$ cat src/rtl/shift_sequencer.sv
// shift_sequencer: drives a single-step shift register through load/shift/capture to do multi-bit shifts.
module shift_sequencer #(
    parameter int WIDTH = 4,
    parameter int AMT_W = 3
) (
    input  logic             clock,
    input  logic             reset_n,
    input  logic             req_valid,
    output logic             req_ready,
    input  logic [WIDTH-1:0] req_data,
    input  logic             req_dir,
    input  logic [AMT_W-1:0] req_amt,
    input  logic             req_fill,
    output logic [WIDTH-1:0] sr_input_val,
    output logic             sr_ctrl0,
    output logic             sr_ctrl1,
    output logic             sr_enable,
    output logic             sr_msb,
    output logic             sr_lsb,
    input  logic [WIDTH-1:0] sr_output_val,
    output logic             rsp_valid,
    input  logic             rsp_ready,
    output logic [WIDTH-1:0] rsp_data,
    output logic             busy
);
    typedef enum logic [2:0] {IDLE, LOAD, SHIFT, CAPT, RESP} state_t;
    localparam logic [AMT_W-1:0] AMT_MAX = AMT_W'(WIDTH);
    state_t state, state_nx;
    logic [WIDTH-1:0] data_q;
    logic dir_q, fill_q;
    logic [AMT_W-1:0] amt_q, cnt, amt_eff;
    assign amt_eff = req_amt > AMT_MAX ? AMT_MAX : req_amt;
    always_ff @(posedge clock or negedge reset_n) begin
        if (!reset_n) state <= IDLE;
        else state <= state_nx;
    end
    always_ff @(posedge clock or negedge reset_n) begin
        if (!reset_n) begin
            data_q    <= '0;
            dir_q     <= 1'b0;
            fill_q    <= 1'b0;
            amt_q     <= '0;
            cnt       <= '0;
            rsp_valid <= 1'b0;
            rsp_data  <= '0;
        end else begin
            if (state == IDLE && req_valid) begin
                data_q <= req_data;
                dir_q  <= req_dir;
                fill_q <= req_fill;
                amt_q  <= amt_eff;
            end
            if (state == LOAD) cnt <= amt_q;
            else if (state == SHIFT) cnt <= cnt - 1'b1;
            if (state == CAPT) begin
                rsp_data  <= sr_output_val;
                rsp_valid <= 1'b1;
            end else if (state == RESP && rsp_ready) rsp_valid <= 1'b0;
        end
    end
    always_comb begin
        state_nx = state;
        case (state)
            IDLE:    state_nx = req_valid ? LOAD : IDLE;
            LOAD:    state_nx = amt_q != '0 ? SHIFT : CAPT;
            SHIFT:   state_nx = cnt == AMT_W'(1) ? CAPT : SHIFT;
            CAPT:    state_nx = RESP;
            RESP:    state_nx = rsp_ready ? IDLE : RESP;
            default: state_nx = IDLE;
        endcase
    end
    // Register controls come only from state and latched fields, never from req_*.
    always_comb begin
        req_ready    = reset_n && state == IDLE;
        busy         = state != IDLE;
        sr_enable    = state == LOAD || state == SHIFT || state == CAPT;
        sr_ctrl0     = state == SHIFT;
        sr_ctrl1     = state == SHIFT ? dir_q : state != LOAD;
        sr_input_val = state == LOAD ? data_q : '0;
        sr_msb       = state == SHIFT && dir_q && fill_q;
        sr_lsb       = state == SHIFT && !dir_q && fill_q;
    end
endmodule

$ cat config.mk
export PLATFORM = sky130hd
export DESIGN_NAME = shift_sequencer
export DESIGN_NICKNAME = d
export VERILOG_FILES = /design/src/rtl/shift_sequencer.sv
export SDC_FILE = /design/constraint.sdc
export NUM_CORES = 1
export LEC_CHECK = 0
export CORE_MARGIN = 3
export CORE_UTILIZATION = 48
export CTS_CLUSTER_SIZE = 30
export DETAILED_ROUTE_END_ITERATION = 16
export PLACE_DENSITY = 0.8
export SETUP_SLACK_MARGIN = 0.05
export SYNTH_ARGS = -nofsm -noshare
export SYNTH_HDL_FRONTEND = slang
export SYNTH_SLANG_ARGS = --single-unit
export TNS_END_PERCENT = 100
$ cat constraint.sdc
create_clock -name clock -period 3.4 [get_ports clock]
set_input_delay 0.34 -clock clock [delete_from_list [all_inputs] [get_ports clock]]
set_output_delay 0.34 -clock clock [all_outputs]
set_load 0.02 [all_outputs]
==> metrics.csv, run 1 <==
stage;metric;value;unit
sta;tightest_slew;810;ps
synth;synth_fa_ha_area_frac;0.0243;
clock_tree;clk_latency;300;ps
pwr;seqPwrFrac;0.356;
global_routing;grt_first_pass_wirelength;3360;um
pwr;p_int;807;uW
sta;setup-violations-final;0;
pwr;peakVddDrop;0.484;mV
pwr;p_leak;0.000621;uW
synth;yosys-top-cells-area;dfrtp_1 (49%), mux2_4 (8.8%), mux2_2 (5.5%);
drt;drc;0;
pwr;switchingPower;497;uW
pwr;power.density;941;nW/um^2
critical_path;crit_fanout;11;
job;drv_cap;0;
sta;grt_setup_unrepaired;false;
critical_path;end_kind;output pin;
critical_path;path_class;flop to output pin;
cells_and_area;nets;141;
floorplan;coreArea;2000;um^2
critical_path;cp-start-kind;flop;
synth;synth_top_family_by_area;simple AND/OR/NAND/NOR gates;
floorplan;initial_core_util;0.514;
critical_path;critPathArrivalTime;2380;ps
clock_tree;cts_buffers;3;
sta;final-hold-violation-count;0;
clock_tree;cts_hold_buffers;0;
min_path;hold_path.class;input port to asynchronous set/reset pin;
placement;place_ws;986;ps
synth;synthFlopType;dfrtp_1;
floorplan;die_w;52.3;um
critical_path;r2r_slack;1650;ps
synth;muxShareOfSynthArea;0.142;
pwr;clkPwrFrac;0.109;
critical_path;r2r-end;cnt[2];
critical_path;reg2reg_from;state[0];
clock_tree;cts.clk_slew.worst_paths;120;ps
critical_path;reg2regPathDepth;3;
synth;ys_seq_area_frac;0.487;
clock_tree;cts_tree;built;
cells_and_area;fin_util;0.692;
pwr;comb_power_share;0.536;
synth;synth_compound_area_frac;0.0876;
synth;synth.top_cell.area_share;0.487;
clock_tree;cts_resized;0;
sta;fin_crit;2720;ps
floorplan;num_io_pins;33;
sta;timing.hold.ws;359;ps
synth;synthDistinctLibCells;30;
sta;setup_tns;0;ps
outcome;outcome;finished clean;
placement;placedCellCount;144;
synth;yosys.area.top_type;dfrtp_1;
global_routing;antenna_found_initial;0;
synth;synth_fp_nets;107;
clock_tree;clkSinkCount;20;
drt;dr_total_vias;764;
drt;dr.pass1.iters;4;
synth;ys_async_sr_fraction;1.00;
clock_tree;h-tree-depth;1;
synth;netlist_area;1030;um^2
sta;skew;2.52;ps
synth;syn_avg_cell_area;11.7;um^2
global_routing;grt_pass1_vias;735;
cells_and_area;final_cell_mix;clkdlybuf4s50_1 (32), dfrtp_1 (20), nor2_1 (10), nand2_1 (6), mux2_4 (6);
synth;postSynthCellCount;88;
pwr;swShare;0.381;
global_routing;overflow;0;
cells_and_area;area_delta_synth_final;34.7;%
critical_path;cp.required;3060;ps
placement;dp_hpwl;1490;um
cells_and_area;drive_above_1_share;0.198;
drt;routed_wl;2050;um
sta;max_freq;367;MHz
placement;gp_congestion;0.728;
drt;routed_via_density;5.16;
sta;maxSlewHeadroom;0.459;
drt;drt_iter0_markers;17;
clock_tree;cts_root_buf;clkbuf_4;
clock_tree;cts_max_path_buffers;2;
global_routing;grt_max_degree;22;
cells_and_area;final_common_cell;clkdlybuf4s50_1;
synth;synth-simple-area-share;0.200;
sta;fin_ws;679;ps
placement;port_buffers;32;
floorplan;placementRows;16;
clock_tree;post_cts_buffers;0;
synth;ys_ff_latch;20;
sta;slew_viol_final;0;
cells_and_area;diodes;0;
synth;synth-edff-count;0;
synth;ys.warnings.count;0;
drt;ant_nets;0;
synth;yosys.area_share.xor_xnor;0;
global_routing;track_usage;0.173;
cells_and_area;final_cells;148;
floorplan;dieArea;2730;um^2
floorplan;chipHeight;52.3;um
drt;post_drt_wl_per_cell;13.8;um
sta;fin_crit_sh;0.800;
-- sequential cells by signal, indices dropped and copies added (netlist names) --
name	count
data_q	4
rsp_valid	1
dir_q	1
cnt	3
state	3
amt_q	3
rsp_data	4
fill_q	1
-- cells by family (layout without fill, tap and decap cells) --
kind of cell,after synthesis,in the layout
AND/OR/NAND/NOR,35,35
flip-flops,20,20
AO/OA/AOI/OAI,12,12
multiplexers,11,11
buffers and inverters,8,41
adder cells (fa/ha/maj),2,2
-- power groups by stage --
| stage | registers (uW) | logic (uW) | clock network (uW) |
|---|---|---|---|
| after global placement | 458 | 687 | 0 |
| after floorplan | 453 | 484 | 0 |
| final | 464 | 698 | 142 |
| after CTS | 464 | 706 | 142 |
| after detailed placement | 467 | 704 | 0 |
| after global routing | 483 | 755 | 160 |
-- metrics by stage --
stage | cell area (um^2) | total power, uW
3_5_place_dp | 1350 | 1170
4_1_cts | 1390 | 1310
2_1_floorplan | 1030 | 938
5_1_grt | 1390 | 1400
6_report | 1390 | 1300
3_3_place_gp | 1350 | 1140
-- critical path: stages (launching register included) --
cell	delay (ps)
dfrtp_1	530
nor3b_1	710
and2_1	230
clkdlybuf4s50_1	610
-- Yosys cell counts, drive strengths merged, types with 2 or more instances --
| master | count |
|---|---|
| nand3b | 3 |
| nor3b | 2 |
| inv | 3 |
| a21oi | 2 |
| mux2 | 11 |
| or3b | 2 |
| o21ai | 3 |
| nor2 | 10 |
| and2 | 4 |
| ha | 2 |
| nand2 | 6 |
| buf | 4 |
| a221o | 2 |
| dfrtp | 20 |
| nand2b | 3 |
-- routing by layer --
metal | vias up | global-route usage | share of wire | routed length [um]
met1 | 363 | 0.216 | 0.45 | 914
met3 | 5 | 0.0541 | 0.071 | 146
met5 | - | 0 | 0 | 0
li1 | 369 | - | - | -
met2 | 27 | 0.264 | 0.46 | 950
met4 | 0 | 0.0894 | 0.017 | 34
-- final cells by class --
class,count,area (um^2)
clock buffer,4,36.3
fill,162,617
inverter,4,20.0
multi-input combinational,60,467
sequential,20,500
tap,27,33.8
timing repair buffer,33,328
-- worst max path at each step --
stage	end	slack (ps)	start
finish	sr_input_val[2]	680	state[0]
global route	sr_input_val[2]	470	state[0]
CTS	sr_input_val[2]	630	state[0]
detailed placement	sr_input_val[2]	990	state[0]
global placement	sr_input_val[0]	1020	state[0]
floorplan	req_ready	1680	state[1]
Power figures use the tool's default switching activity.
==> inputs of run 2 (changes only) <==
Settings changed: CORE_UTILIZATION 48 to 40, PLACE_DENSITY 0.8 to 0.71.
Clock period 3.4 ns to 2.4 ns, I/O delays scaled along.
==> run 2 against run 1 <==
Global-route usage fell by 3.5 points. Hold slack got worse by 70 ps. Largest power group unchanged. Design area rose by 2.4%. Final cell count rose by 1.4%. Sequential power rose by 42%. Clock-buffer cell count fell by 1. Highest routed layer unchanged. Power rose by 48%. Critical path depth did not move. Via count fell by 2.4%. Die area rose by 18%. Routed wire length rose by 0.59%.
==> metrics.csv, run 2 (synthesis results as in run 1) <==
stage;metric;value;unit
critical_path;cp.required;2160;ps
pwr;p_int;1230;uW
global_routing;antenna_found_initial;0;
drt;drt_iter0_markers;25;
critical_path;crit_fanout;11;
sta;fin_crit_sh;0.928;
critical_path;path_class;flop to output pin;
sta;setup_tns;0;ps
global_routing;grt_max_degree;21;
sta;skew;6.53;ps
clock_tree;h-tree-depth;1;
sta;grt_setup_unrepaired;false;
outcome;outcome;finished clean;
cells_and_area;final_cells;150;
pwr;clkPwrFrac;0.143;
cells_and_area;nets;142;
sta;tightest_slew;272;ps
global_routing;overflow;0;
global_routing;track_usage;0.137;
placement;port_buffers;32;
critical_path;r2r_slack;800;ps
placement;place_ws;362;ps
critical_path;critPathArrivalTime;1990;ps
floorplan;die_w;56.7;um
sta;final-hold-violation-count;0;
pwr;switchingPower;704;uW
drt;routed_via_density;4.97;
clock_tree;post_cts_buffers;0;
floorplan;num_io_pins;33;
floorplan;dieArea;3220;um^2
global_routing;grt_first_pass_wirelength;3460;um
pwr;p_leak;0.000664;uW
clock_tree;clkSinkCount;20;
clock_tree;cts_tree;built;
floorplan;placementRows;17;
clock_tree;cts_hold_buffers;0;
sta;fin_ws;173;ps
min_path;hold_path.class;input port to asynchronous set/reset pin;
floorplan;chipHeight;56.7;um
sta;max_freq;449;MHz
cells_and_area;final_common_cell;clkdlybuf4s50_1;
clock_tree;clk_latency;300;ps
critical_path;cp-start-kind;flop;
critical_path;critPathLaunch;state[0];
drt;ant_nets;0;
critical_path;end_kind;output pin;
placement;placed_cell_area;1360;um^2
drt;post_drt_wl_per_cell;13.7;um
sta;fin_crit;2230;ps
drt;dr_total_vias;746;
sta;maxSlewHeadroom;0.816;
pwr;peakVddDrop;0.654;mV
placement;placedCellCount;146;
cells_and_area;diodes;0;
cells_and_area;area_delta_synth_final;38.0;%
clock_tree;cts_root_buf;clkbuf_4;
floorplan;coreArea;2320;um^2
critical_path;reg2regPathDepth;2;
drt;dr.pass1.iters;4;
floorplan;initial_core_util;0.444;
cells_and_area;postLayoutCellArea;1420;um^2
cells_and_area;final_cell_mix;clkdlybuf4s50_1 (30), dfrtp_1 (17), nor2_1 (10), nand2_1 (6), mux2_4 (6);
pwr;power.density;1360;nW/um^2
pwr;swShare;0.364;
critical_path;r2r-end;amt_q[2];
placement;gp_congestion;0.821;
sta;slew_viol_final;0;
global_routing;grt_pass1_vias;769;
drt;drc;0;
pwr;comb_power_share;0.515;
placement;dp_hpwl;1560;um
pwr;seqPwrFrac;0.342;
critical_path;reg2reg_from;state[0];
clock_tree;cts_buffers;3;
cells_and_area;top_regs;data_q (4), rsp_data (4);
cells_and_area;drive_above_1_share;0.230;
job;drv_cap;0;
sta;setup-violations-final;0;
clock_tree;cts.clk_slew.worst_paths;120;ps
drt;routed_wl;2060;um
clock_tree;cts_max_path_buffers;2;
-- run 2: cell count changes in the layout (fill, tap and decap cells not counted) --
| cell | change |
|---|---|
| dfrtp_1 | -3 |
| dfrtp_2 | +3 |
| clkdlybuf4s50_1 | -2 |
| dlymetal6s2s_1 | +2 |
| buf_4 | +1 |
| bufinv_16 | +1 |
| clkbuf_8 | -1 |
-- run 2: worst max path at each step --
stage	endpoint	slack, ps	cells after the start
2_1_floorplan	req_ready	780	3
4_1_cts	sr_msb	60	4
6_report	req_ready	170	3
3_5_place_dp	sr_msb	360	4
3_3_place_gp	sr_msb	410	4
5_1_grt	req_ready	90	3
-- run 2: layout make-up --
| cell class | count | area (um^2) |
|---|---|---|
| well taps | 28 | 35.0 |
| flip-flops and latches | 20 | 504 |
| clock inverters | 1 | 30.0 |
| inverters | 4 | 20.0 |
| clock buffers | 3 | 22.5 |
| multi-input cells | 60 | 467 |
| fillers | 199 | 900 |
| repair buffers | 34 | 340 |
-- run 2: power by group through the flow --
stage | logic, uW | registers (uW) | clock network [uW]
3_5_place_dp | 1010 | 662 | 0
4_1_cts | 1010 | 660 | 286
2_1_floorplan | 686 | 642 | 0
3_3_place_gp | 994 | 648 | 0
6_report | 997 | 661 | 277
5_1_grt | 1090 | 689 | 301
-- run 2: worst max-delay path, stage by stage, from the launching register on --
cell	delay (ps)
dfrtp_2	490
or3_2	510
nor2_1	90
clkdlybuf4s50_1	600
-- run 2: timing repair --
item / 4_1_cts / 5_1_grt
endpoints found under the setup margin: 2 / 2
cloned: 0 / 0
gates resized for setup: 3 / 2
-- run 2: layer usage --
metal	GRT usage	routed length, um	up-vias
met5	0	0	-
li1	-	-	375
met4	0.0203	7	0
met1	0.171	907	356
met2	0.229	1040	13
met3	0.0506	98	2
-- run 2: per-stage QoR --
stage                      util  hold WS, ps  total power, uW
after floorplan               -        -55.6             1330
after global placement    0.586          483             1640
after detailed placement  0.586          490             1670
after CTS                 0.610          289             1960
after global routing      0.612          293             2080
final                     0.612          289             1930
